<file path="src/rtl/booth_step_sequencer.sv">
// Radix-2 Booth sequencer: loads signed operands, feeds the one-bit selector,
// strobes its enable and accumulates the selected addend into a signed product.
// Ports: clk, rst (async high), start, x_in, y_in, one_bit_mult_x (selector
//   addend) in; xreg, negate_xreg, yreg, en_mult_one_bit_y, product, busy, done out.
module booth_step_sequencer #(
  parameter int N_BITS = 6
) (
  input  logic                  clk,
  input  logic                  rst,
  input  logic                  start,
  input  logic [N_BITS-1:0]     x_in,
  input  logic [N_BITS-1:0]     y_in,
  input  logic [2*N_BITS-1:0]   one_bit_mult_x,
  output logic [2*N_BITS-1:0]   xreg,
  output logic [2*N_BITS-1:0]   negate_xreg,
  output logic [N_BITS:0]       yreg,
  output logic                  en_mult_one_bit_y,
  output logic [2*N_BITS-1:0]   product,
  output logic                  busy,
  output logic                  done
);

  localparam int PW = 2 * N_BITS;
  localparam int CW = (N_BITS > 1) ? $clog2(N_BITS) : 1;
  localparam logic [CW-1:0] LAST = CW'(N_BITS - 1);

  typedef enum logic [2:0] {
    IDLE,
    SEL,
    STROBE,
    ADD,
    DONE
  } state_t;

  state_t        state;
  logic [PW-1:0] acc;
  logic [PW-1:0] sum;
  logic [CW-1:0] cnt;

  assign negate_xreg = {PW{1'b0}} - xreg;
  assign sum         = acc + one_bit_mult_x;

  always_ff @(posedge clk or posedge rst) begin
    if (rst) begin
      state             <= IDLE;
      xreg              <= '0;
      yreg              <= '0;
      acc               <= '0;
      cnt               <= '0;
      product           <= '0;
      en_mult_one_bit_y <= 1'b0;
      busy              <= 1'b0;
      done              <= 1'b0;
    end else begin
      case (state)
        IDLE: begin
          done <= 1'b0;
          if (start) begin
            xreg  <= {{N_BITS{x_in[N_BITS-1]}}, x_in};
            yreg  <= {y_in, 1'b0};
            acc   <= '0;
            cnt   <= '0;
            busy  <= 1'b1;
            state <= SEL;
          end
        end
        SEL: begin
          // en rises a full cycle after operands settle
          en_mult_one_bit_y <= 1'b1;
          state             <= STROBE;
        end
        STROBE: begin
          en_mult_one_bit_y <= 1'b0;
          state             <= ADD;
        end
        ADD: begin
          acc  <= sum;
          xreg <= {xreg[PW-2:0], 1'b0};
          yreg <= {yreg[N_BITS], yreg[N_BITS:1]};
          cnt  <= cnt + 1'b1;
          if (cnt == LAST) begin
            product <= sum;
            done    <= 1'b1;
            state   <= DONE;
          end else begin
            state <= SEL;
          end
        end
        DONE: begin
          done  <= 1'b0;
          busy  <= 1'b0;
          state <= IDLE;
        end
        default: begin
          en_mult_one_bit_y <= 1'b0;
          busy              <= 1'b0;
          done              <= 1'b0;
          state             <= IDLE;
        end
      endcase
    end
  end

endmodule

</file>
<file path="config.mk">
export PLATFORM = sky130hd
export DESIGN_NAME = booth_step_sequencer
export DESIGN_NICKNAME = d
export VERILOG_FILES = /design/src/rtl/booth_step_sequencer.sv
export SDC_FILE = /design/constraint.sdc
export NUM_CORES = 1
export LEC_CHECK = 0
export BUFFER_PORTS_ARGS = -buffer_cell sky130_fd_sc_hd__buf_2
export CAP_MARGIN = 15
export CORE_MARGIN = 4
export CORE_UTILIZATION = 55
export DETAILED_ROUTE_END_ITERATION = 8
export PLACE_DENSITY_LB_ADDON = 0.15
export SYNTH_ARGS = -nofsm -noshare
export SYNTH_HDL_FRONTEND = slang
export SYNTH_SLANG_ARGS = --single-unit
export TNS_END_PERCENT = 10
</file>
<file path="constraint.sdc">
create_clock -name clk -period 7.2 [get_ports clk]
set_clock_uncertainty 0.05 [all_clocks]
set_input_delay 0 -clock clk [delete_from_list [all_inputs] [get_ports clk]]
set_output_delay 0 -clock clk [all_outputs]
set_load 0.02 [all_outputs]
</file>
Yosys cells after proc, flatten, opt, wreduce, memory -nomap -nowiden:

Cells that the tools add are included.

* bits in registers: 52

* equal/unequal tests: 7
* $add $sub $neg: 3
* reductions and logical operators: 10
* bitwise gates (word level): 3
* muxes and demuxes: 16

Operators by type and width (number)
* 12-bit one-hot mux with 2 select lines: 2
* 12-bit 2-to-1 mux: 2
* 7-bit one-hot mux with 2 select lines: 1
* 12-bit adder: 1
* 3-bit one-hot mux with 4 select lines: 1
* 1-bit by 12-bit subtractor with 12-bit output (first input constant): 1
* 3-bit 2-to-1 mux: 3
* 2-bit AND reduction: 4
* 7-bit 2-to-1 mux: 1
* 3-bit by 2-bit equality test with 1-bit output (second input constant): 2
* 3-bit equality test (second input constant): 2
* 1-bit one-hot mux with 2 select lines: 3
* 3-bit one-hot mux with 2 select lines: 1
* 3-bit OR reduction: 2
* 2-bit inequality test (second input constant): 2
* 3-bit by 1-bit adder with 3-bit output (second input constant): 1
* 3-bit by 1-bit equality test with 1-bit output (second input constant): 1
* 3-bit logical NOT: 1
* 1-bit inverter: 3
* 3-bit AND reduction: 1
* 1-bit 2-to-1 mux: 2
* 2-bit nonzero test: 1
* 2-bit OR reduction: 1

Logic depth before layout (Yosys ltp):

Gate-level depths: netlist of the first run.

* word-level depth: 4
* gate-level depth with buffers: 8
* gate-level depth less buffers: 8

Worst setup path after synthesis of the first run:

OpenSTA, ideal clock, no wires.

* path type: register to register
* from: reg acc[0]
* to: reg product[8]
* arrival: 2.084 ns
* library setup time: 0.125 ns
* stages on the path, launching flop included: 9
* slack: 4.941 ns
* data required time: 7.025 ns
* path through: dfrtp_1 -> ha_1 -> fa_1 -> a21o_1 -> a311oi_1 -> o21bai_1 -> a21oi_1 -> xnor2_1 -> mux2_2

* longest elaborated chain between the ends: 1

RTL lines
* start, declared: line 36 `logic [PW-1:0] acc;`
* start signal, assigned: line 77 `acc <= sum;`
* 12-bit adder: line 41 `assign sum = acc + one_bit_mult_x;`
* end signal, assigned: line 82 `product <= sum;`
* end, declared: line 18 `output logic [2*N_BITS-1:0] product,`

Every way passes these cells.
A chain may end at the register's enable or synchronous reset.

Worst setup path after layout of the first run:

* from: reg state[1]
* to: reg acc[11]

* longest elaborated chain between the ends: 3
* elaborated cells between the ends (all ways): 6
* classes of those cells: eq/ne (2); mux (1); reduce/logical (3)

RTL lines
* start, declared: line 35 `state_t state;`
* start signal, assigned: line 45 `state <= IDLE;`
* start signal, assigned: line 64 `state <= SEL;`
* start signal, assigned: line 70 `state <= STROBE;`
* 3-bit by 2-bit equality test with 1-bit output / 3-bit logical NOT (equally long branches): line 55 `case (state)`
* 2-bit nonzero test (no line) / 2-bit inequality test (equally long branches)
* 2-bit AND reduction (no line)

Several ways; a longest one is shown, not always the timed one.

==> flow_summary.json, run 1 <==
{
  "synthTopCellsByCount": "dfrtp_1, nand2_1, nor2_1, a21oi_1, xnor2_1",
  "grt_setup_unrepaired": "false",
  "leakage_uw": 0.001677,
  "pin_count": 73,
  "cp.depth": 6,
  "nNetsFinal": 403,
  "grt_pass1_vias": 2159,
  "initial_core_util_pct": 58.16,
  "cp_slowest_cell": "nor2_2",
  "endpoint_kind": "register",
  "cp.required_ps": 7340,
  "clkLatencyLatePin_ps": 290,
  "postSynth.asyncResetShare_pct": 100.0,
  "final-hold-violation-count": 0,
  "path_clk_slew_ps": 90,
  "fill_cells": 375,
  "postCtsHoldBufs": 12,
  "p_total_uw": 1656,
  "clkSinkCount": 52,
  "ys_types": 44,
  "startpoint": "state[1]$_DFFE_PP0P_",
  "area_growth_pct": 22.60,
  "r2r_start": "state[1]$_DFFE_PP0P_",
  "wl_per_cell_um": 14.31,
  "drt_iter0_drc": 93,
  "seq_area_frac_synth_pct": 46.45,
  "antenna_cells": 0,
  "gr-usage-all-layers_pct": 20.27,
  "grt_max_degree": 53,
  "syn_area_sq_um": 2801,
  "die_x_um": 79.37,
  "syn_area_per_cell_sq_um": 10.01,
  "worst-path-buf-inv": 1,
  "die_h_um": 79.37,
  "clk_path_buf_depth": 2,
  "drt-vias-per-instance": 5.291,
  "syn_nets": 322,
  "status": "finished, final reports clean",
  "drc": 0,
  "fin_ws_ps": 4525,
  "fin_crit_ps": 2675,
  "layout-drive-gt1-share_pct": 27.07,
  "die-area_sq_um": 6300,
  "coreArea_sq_um": 4817,
  "synth-edff-count": 0,
  "cts_tree": "done",
  "maxSlewViolCount": 0,
  "irDropWorstVdd_v": 0.0002868,
  "antenna_found_initial": 0,
  "critPathTopFamily": "simple AND/OR/NAND/NOR gates",
  "setup_viol": 0,
  "rows": 25,
  "r2r-end": "acc[11]$_DFFE_PP0P_",
  "ant_nets": 0,
  "slew_headroom_pct": 31.78,
  "root_buffer": "clkbuf_8",
  "endpoint": "acc[11]$_DFFE_PP0P_",
  "cp_max_fo": 28,
  "max-cap-violations": 0,
  "port_buffers": 72,
  "wl_um": 6138,
  "cts_made_buffers": 5,
  "grt_pass1_wl_um": 10230,
  "synth.top_cell.area_share_pct": 46.45,
  "fmax_ghz": 0.3738,
  "synth_warnings": 0,
  "synthMostInstantiatedCell": "dfrtp_1",
  "min_path_type": "primary input to register",
  "synth_seq_cells": 52,
  "power.density_nw_per_um2": 482.3,
  "dpl.hpwl_um": 4417,
  "reg2reg_slack_ps": 4520,
  "synth_top_area_cell": "dfrtp_1",
  "synth_cells": 280,
  "crit_type": "register to register",
  "tightest_slew_ps": 1022,
  "worst_path_largest_cell_delay_ps": 790,
  "synth_area_leaders": "dfrtp_1, ha_1, nand2_1",
  "vias": 2270,
  "rr_worst_depth": 6,
  "path_cells": "nand2_1 > nor2_2 > nor2_1 > buf_4 > a31o_1 > mux2_2",
  "globalplace.congestion": 0.8779,
  "preCtsSetupSlack_ps": 4480,
  "startpoint_type": "register",
  "cts_max_level": 2,
  "drt_pass1_iterations": 4,
  "post_cts_buffers": 0,
  "timing.final.crit_share_pct": 37.16,
  "crit_arrival_ps": 2810,
  "ctsResizeCount": 0,
  "grt_remaining_overflow": 0,
  "synth_flop_cell": "dfrtp_1",
  "final.setup.tns_ps": 0
}
how the worst min path moves through the flow:
| stage | startpoint | endpoint | slack (ps) | depth (start not counted) |
|---|---|---|---|---|
| floorplan | y_in[5] | yreg[6]$_DFFE_PP0P_ | 60 | 2 |
| global placement | y_in[5] | yreg[6]$_DFFE_PP0P_ | 160 | 3 |
| detailed placement | y_in[5] | yreg[6]$_DFFE_PP0P_ | 160 | 3 |
| CTS | start | state[0]$_DFFE_PP0P_ | 30 | 5 |
| global route | one_bit_mult_x[0] | acc[0]$_DFFE_PP0P_ | 80 | 3 |
| finish | start | state[0]$_DFFE_PP0P_ | 40 | 5 |
cell families after synthesis:
group / share of synthesized area, %
xor gates and xnor gates: 5.940
AOI/OAI and AO/OA: 19.43
muxes: 4.421
buffers and inverters: 3.082
DFF: 46.45
and+or+nand+nor: 13.71
adders and majority gates: 6.967
stage by stage:
step / instances / hold slack, ps / utilization [%] / instance area, sq um
3_3_place_gp: 407 / 156.7 / 66.29 / 3193
4_1_cts: 427 / 28.50 / 70.73 / 3407
6_report: 429 / 37.07 / 71.30 / 3435
3_5_place_dp: 407 / 162.2 / 66.29 / 3193
2_1_floorplan: 280 / 62.98 / - / 2801
5_1_grt: 429 / 80.43 / 71.30 / 3435
worst register-to-register path, stage by stage, from the launching register on:
cell and delay (ps):
dfrtp_1 480, nand2_1 120, nor2_2 790, nor2_1 410, buf_4 290, a31o_1 180
mux2_2 260
placed cells by master, fill, tap and decap left out, drive strengths merged, types with 4 or more instances in the layout:
cell and n:
nor3 6, buf 75, o21ai 17, nor2 28, ha 14, clkbuf 7, xnor2 15, inv 7
a31oi 9, nand2 39, a21o 6, dlygate4sd3 12, mux2 11, xor2 4, a21oi 18, dfrtp 52
a22o 13
final cells by class:
type,count,area (sq um),area share [%]
Inverter,7,26.28,0.7650
Tap cell,67,83.83,2.441
Multi-Input combinational cell,208,1414,41.17
Sequential cell,52,1301,37.89
Timing Repair Buffer,87,515.5,15.01
Clock inverter,1,7.507,0.2186
Clock buffer,7,86.33,2.514
sequential cells by signal (all words and copies together), names as in the netlist:
name	count
cnt	3
state	3
xreg	12
product	12
done	1
busy	1
acc	12
en_mult_one_bit_y	1
yreg	7
layer usage:
metal	GRT usage, %	wire (um)
met1	28.73	2924
met2	33.16	2903
met3	3.837	281
met4	3.093	28
met5	0	0
power breakdown:
| part | switching, uW | internal (uW) | total, uW |
|---|---|---|---|
| Combinational | 558 | 381 | 938 |
| Sequential | 124 | 426 | 550 |
| Clock | 90.0 | 78.2 | 168 |
| Total | 772 | 885 | 1660 |
No activity file was read; power rests on OpenSTA's default activity.
==> run 2: changes to the inputs <==
CORE_UTILIZATION = 53   (was 55)
clock period = 2.6 ns   (was 7.2 ns; I/O delays follow)
==> flow_summary.json, run 2 (synthesis gave the netlist of run 1 again) <==
{
  "status": "finished, final reports clean",
  "grt_pass1_vias": 2196,
  "path_clk_slew_ps": 100,
  "fmax_ghz": 0.4137,
  "maxSlewViolCount": 0,
  "timing.final.crit_share_pct": 92.98,
  "endpoint_kind": "register",
  "globalplace.congestion": 0.8359,
  "root_buffer": "clkbuf_8",
  "cts_made_buffers": 5,
  "final-hold-violation-count": 0,
  "antenna_found_initial": 0,
  "min_path_type": "primary input to register",
  "grt_max_degree": 34,
  "drt-vias-per-instance": 5.352,
  "final_util_pct": 68.18,
  "rows": 26,
  "worst-path-buf-inv": 0,
  "cp.required_ps": 2750,
  "critPathTopFamily": "compound AO/OA/AOI/OAI gates",
  "wl_um": 6260,
  "setup_viol": 0,
  "grt_pass1_wl_um": 10440,
  "top_regs": "acc x12, product x12, xreg x12",
  "post_cts_buffers": 0,
  "leakage_uw": 0.001706,
  "coreArea_sq_um": 5107,
  "cts_max_level": 2,
  "cts_tree": "done",
  "startpoint_type": "register",
  "die_x_um": 80.71,
  "layout-drive-gt1-share_pct": 28.22,
  "final_common_cell": "buf_2",
  "clk_path_buf_depth": 2,
  "gr-usage-all-layers_pct": 20.69,
  "placedCellCount": 415,
  "clkLatencyLatePin_ps": 310,
  "final.setup.tns_ps": 0,
  "crit_arrival_ps": 2560,
  "p_total_uw": 4746,
  "vias": 2328,
  "power.density_nw_per_um2": 1363,
  "port_buffers": 72,
  "final_cell_mix": "buf_2, dfrtp_1, nand2_1, nor2_1, a21oi_1",
  "slew_headroom_pct": 40.85,
  "wl_per_cell_um": 14.39,
  "fin_ws_ps": 182.6,
  "area_growth_pct": 24.30,
  "preCtsSetupSlack_ps": 168.2,
  "grt_setup_unrepaired": "false",
  "path_cells": "ha_1 > fa_1 > a21o_1 > a311oi_2 > o21bai_1 > a21oi_1 > xnor2_1 > mux2_2",
  "die_h_um": 80.71,
  "final_cells": 435,
  "multi_input_area_sq_um": 1420,
  "drt_pass1_iterations": 4,
  "cp_max_fo": 3,
  "nNetsFinal": 406,
  "cp_slowest_cell": "fa_1",
  "tightest_slew_ps": 883.9,
  "irDropWorstVdd_v": 0.0007732,
  "antenna_cells": 0,
  "fill_cells": 434,
  "drt_iter0_drc": 92,
  "crit_type": "register to register",
  "die-area_sq_um": 6513,
  "final-seq-area_sq_um": 1301,
  "drc": 0,
  "worst_path_largest_cell_delay_ps": 410,
  "fin_crit_ps": 2417,
  "clkSinkCount": 52,
  "initial_core_util_pct": 54.85,
  "grt_remaining_overflow": 0,
  "ant_nets": 0,
  "max-cap-violations": 0,
  "pin_count": 73,
  "dpl.hpwl_um": 4489
}
## run 2: layer usage
layer | vias up | wire length (um) | share of wire, % | global-route usage (%)
li1 | 1155 | - | - | -
met1 | 1108 | 2930 | 47 | 29.16
met2 | 55 | 2977 | 48 | 32.37
met3 | 10 | 255 | 4.1 | 3.924
met4 | 0 | 96 | 1.5 | 6.419
met5 | - | 0 | 0 | 0
## run 2: final timing paths
path	start	endpoint	slack [ps]	depth (start not counted)
max reg2reg	acc[0]$_DFFE_PP0P_	product[8]$_DFFE_PP0P_	180	8
min	start	state[0]$_DFFE_PP0P_	20	5
max in group asynchronous	rst	cnt[2]$_DFFE_PP0P_	1570	4
min reg2reg	cnt[2]$_DFFE_PP0P_	cnt[2]$_DFFE_PP0P_	430	1
max	acc[0]$_DFFE_PP0P_	product[8]$_DFFE_PP0P_	180	8
min in group asynchronous	rst	xreg[11]$_DFFE_PP0P_	170	3
## run 2: area by class of cell
cell class	instances	share of cell area (%)
clock inverter	2	1.114
tap	70	2.515
inverter	7	0.7546
timing repair buffer	90	15.09
multi-input combinational	208	40.78
sequential	52	37.37
clock buffer	6	2.372
## run 2: worst reg2reg max path: stages, from the launching register on
cell	delay [ps]
dfrtp_1	390
ha_1	230
fa_1	410
a21o_1	230
a311oi_2	340
o21bai_1	110
a21oi_1	170
xnor2_1	110
mux2_2	270
## run 2: through the flow
step	hold slack, ps	cell area [sq um]
after global placement	-32.89	3234
after floorplan	62.98	2801
after global routing	44.09	3482
final	16.06	3482
after CTS	7.534	3476
after detailed placement	-34.19	3234
## run 2: timing repair
| item | CTS | global route |
|---|---|---|
| setup endpoints to repair | 0 | 1 |
| hold buffers | 12 | 0 |
| gates resized for setup | 0 | 1 |
| hold endpoints to repair | 30 | 0 |
## run 2: power breakdown
group          leakage (uW)  internal [uW]  switching, uW
clock network     0.0000614            315            275
logic               0.00101           1080           1560
registers          0.000639           1180            336
==> run 3: changes to the inputs <==
ABC_AREA = 1   (was unset)
CELL_PAD_IN_SITES_DETAIL_PLACEMENT = 0   (was unset)
CELL_PAD_IN_SITES_GLOBAL_PLACEMENT = 1   (was unset)
CORE_UTILIZATION = 39   (was 53)
==> flow_summary.json, run 3 <==
{
  "cts_tree": "done",
  "die_h_um": 94.74,
  "clkSinkCount": 52,
  "grt_setup_unrepaired": "false",
  "top_regs": "acc x12, product x12, xreg x12",
  "startpoint_type": "register",
  "grt_max_degree": 32,
  "final_cell_mix": "nand2_1, buf_2, dfrtp_1, inv_1, nor2_1",
  "grt_pass1_wl_um": 11800,
  "synthSimpleGateAreaFrac_pct": 27.89,
  "synth_compound_area_share_pct": 7.761,
  "initial_core_util_pct": 40.24,
  "synth_top_family_by_area": "simple AND/OR/NAND/NOR gates",
  "synth_area_leaders": "dfrtp_1, nand2_1, ha_1",
  "ys_types": 31,
  "max-cap-violations": 0,
  "timing.final.crit_share_pct": 78.00,
  "synth_xor_area_share_pct": 4.776,
  "tightest_slew_ps": 661.7,
  "grt_pass1_vias": 2509,
  "power.density_nw_per_um2": 1315,
  "antenna_cells": 0,
  "dpl.hpwl_um": 5307,
  "crit_type": "register to output pin",
  "vias": 2571,
  "synth-edff-count": 0,
  "die-area_sq_um": 8975,
  "status": "finished, final reports clean",
  "setup_viol": 0,
  "clkLatencyLatePin_ps": 310,
  "drt_pass1_iterations": 4,
  "preCtsSetupSlack_ps": 612.2,
  "root_buffer": "clkbuf_8",
  "final-hold-violation-count": 0,
  "fin_ws_ps": 571.9,
  "final_common_cell": "nand2_1",
  "postSynth.asyncResetShare_pct": 100.0,
  "path_clk_slew_ps": 100,
  "clk_path_buf_depth": 2,
  "slew_headroom_pct": 55.82,
  "layout-drive-gt1-share_pct": 21.43,
  "synthTopCellsByCount": "nand2_1, dfrtp_1, inv_1, nor2_1, nand3_1",
  "endpoint_kind": "output pin",
  "crit_arrival_ps": 1980,
  "pin_count": 73,
  "synthMostInstantiatedCell": "nand2_1",
  "die_x_um": 94.74,
  "min_path_type": "primary input to register",
  "drt-vias-per-instance": 4.700,
  "globalplace.congestion": 0.8210,
  "rows": 31,
  "maxSlewViolCount": 0,
  "cts_max_level": 2,
  "syn_nets": 404,
  "synth_top_area_cell": "dfrtp_1",
  "coreArea_sq_um": 7292,
  "port_buffers": 72,
  "ant_nets": 0,
  "grt_remaining_overflow": 0,
  "fin_crit_ps": 2028,
  "synth_flop_cell": "dfrtp_1",
  "seq_area_frac_synth_pct": 44.35,
  "synth_seq_cells": 52,
  "cp.required_ps": 2550,
  "fmax_ghz": 0.4931,
  "drc": 0,
  "syn_area_per_cell_sq_um": 8.105,
  "synthMuxAreaShare_pct": 0,
  "cp_max_fo": 3,
  "post_cts_buffers": 0,
  "leakage_uw": 0.001933,
  "drt_iter0_drc": 118,
  "wl_um": 6933,
  "synth.top_cell.area_share_pct": 44.35,
  "gr-usage-all-layers_pct": 16.62,
  "irDropWorstVdd_v": 0.0006120,
  "area_growth_pct": 22.52,
  "cts_made_buffers": 5,
  "antenna_found_initial": 0,
  "final.setup.tns_ps": 0,
  "nNetsFinal": 489,
  "wl_per_cell_um": 12.67,
  "synth_cells": 362,
  "synth-adder-area-share_pct": 6.652,
  "syn_area_sq_um": 2934,
  "synth_warnings": 0
}
[run 3: cell count changes in the layout (fill, tap and decap cells not counted), moves of 10 or more]
cell,delta
nand2_1,+65
inv_1,+35
nand3_1,+27
o21ai_1,-14
a22o_1,-13
xnor2_1,-12
a21oi_1,-11
nor3_1,+10
[run 3: repair_timing]
action / CTS / global route
hold endpoints to repair: 40 / 0
hold buffers: 12 / 0
gates resized for setup: 0 / 0
[run 3: final timing paths]
kind,slack (ps),cells after the start,from,endpoint
setup / recovery,570,9,xreg[1]$_DFFE_PP0P_,negate_xreg[10]
hold / removal,20,3,y_in[0],yreg[1]$_DFFE_PP0P_
setup reg to reg,620,9,acc[0]$_DFFE_PP0P_,product[6]$_DFFE_PP0P_
hold reg to reg,430,2,product[2]$_DFFE_PP0P_,product[2]$_DFFE_PP0P_
max in group asynchronous,1610,4,rst,xreg[8]$_DFFE_PP0P_
min in group asynchronous,270,3,rst,done$_DFFE_PP0P_
[run 3: per-layer routing]
layer | track usage [%] | part of all wire (%)
met1 | 23.62 | 50
met5 | 0 | 0
met4 | 4.567 | 0.94
met2 | 25.78 | 45
met3 | 3.347 | 4.7
[run 3: cells by family (layout without fill, tap and decap cells)]
group	count (synthesis)	count (layout)
buffers and inverters	54	140
xor gates and xnor gates	16	16
adders and majority gates	15	15
AOI/OAI and AO/OA	35	35
and+or+nand+nor	190	190
DFF	52	52
[run 3: critical path, cell delays in order, from the launching register on]
cell and delay [ps]:
dfrtp_1 400, inv_1 110, ha_1 200, nand2_1 60, nor2_1 150, nand3_1 140
nor2_1 180, nand3_1 110, xor2_1 140, buf_2 180
[run 3: area by class of cell]
cell class / instances / area [sq um]
inverter: 45 / 173.9
tap: 99 / 123.9
sequential: 52 / 1301
timing repair buffer: 87 / 503.0
clock inverter: 2 / 38.79
clock buffer: 6 / 72.57
fill: 789 / 3697
multi-input combinational: 256 / 1381
[run 3: stage by stage]
step                total power (uW)  util, %  cell area, sq um  hold slack, ps  instances
CTS                             4803    49.30              3595           22.83        547
finish                          4728    49.30              3595           23.01        547
detailed placement              4202    46.12              3363           94.09        527
global placement                4164    46.12              3363           83.49        527
global route                    5216    49.30              3595           23.04        547
floorplan                       3507        -              2934           70.95        362
[run 3: where the power goes]
group / total (uW) / switching (uW) / leakage, uW / internal [uW]
clock: 562 / 271 / 0.0000558 / 291
combinational: 2710 / 1780 / 0.00125 / 924
sequential: 1460 / 261 / 0.000624 / 1200
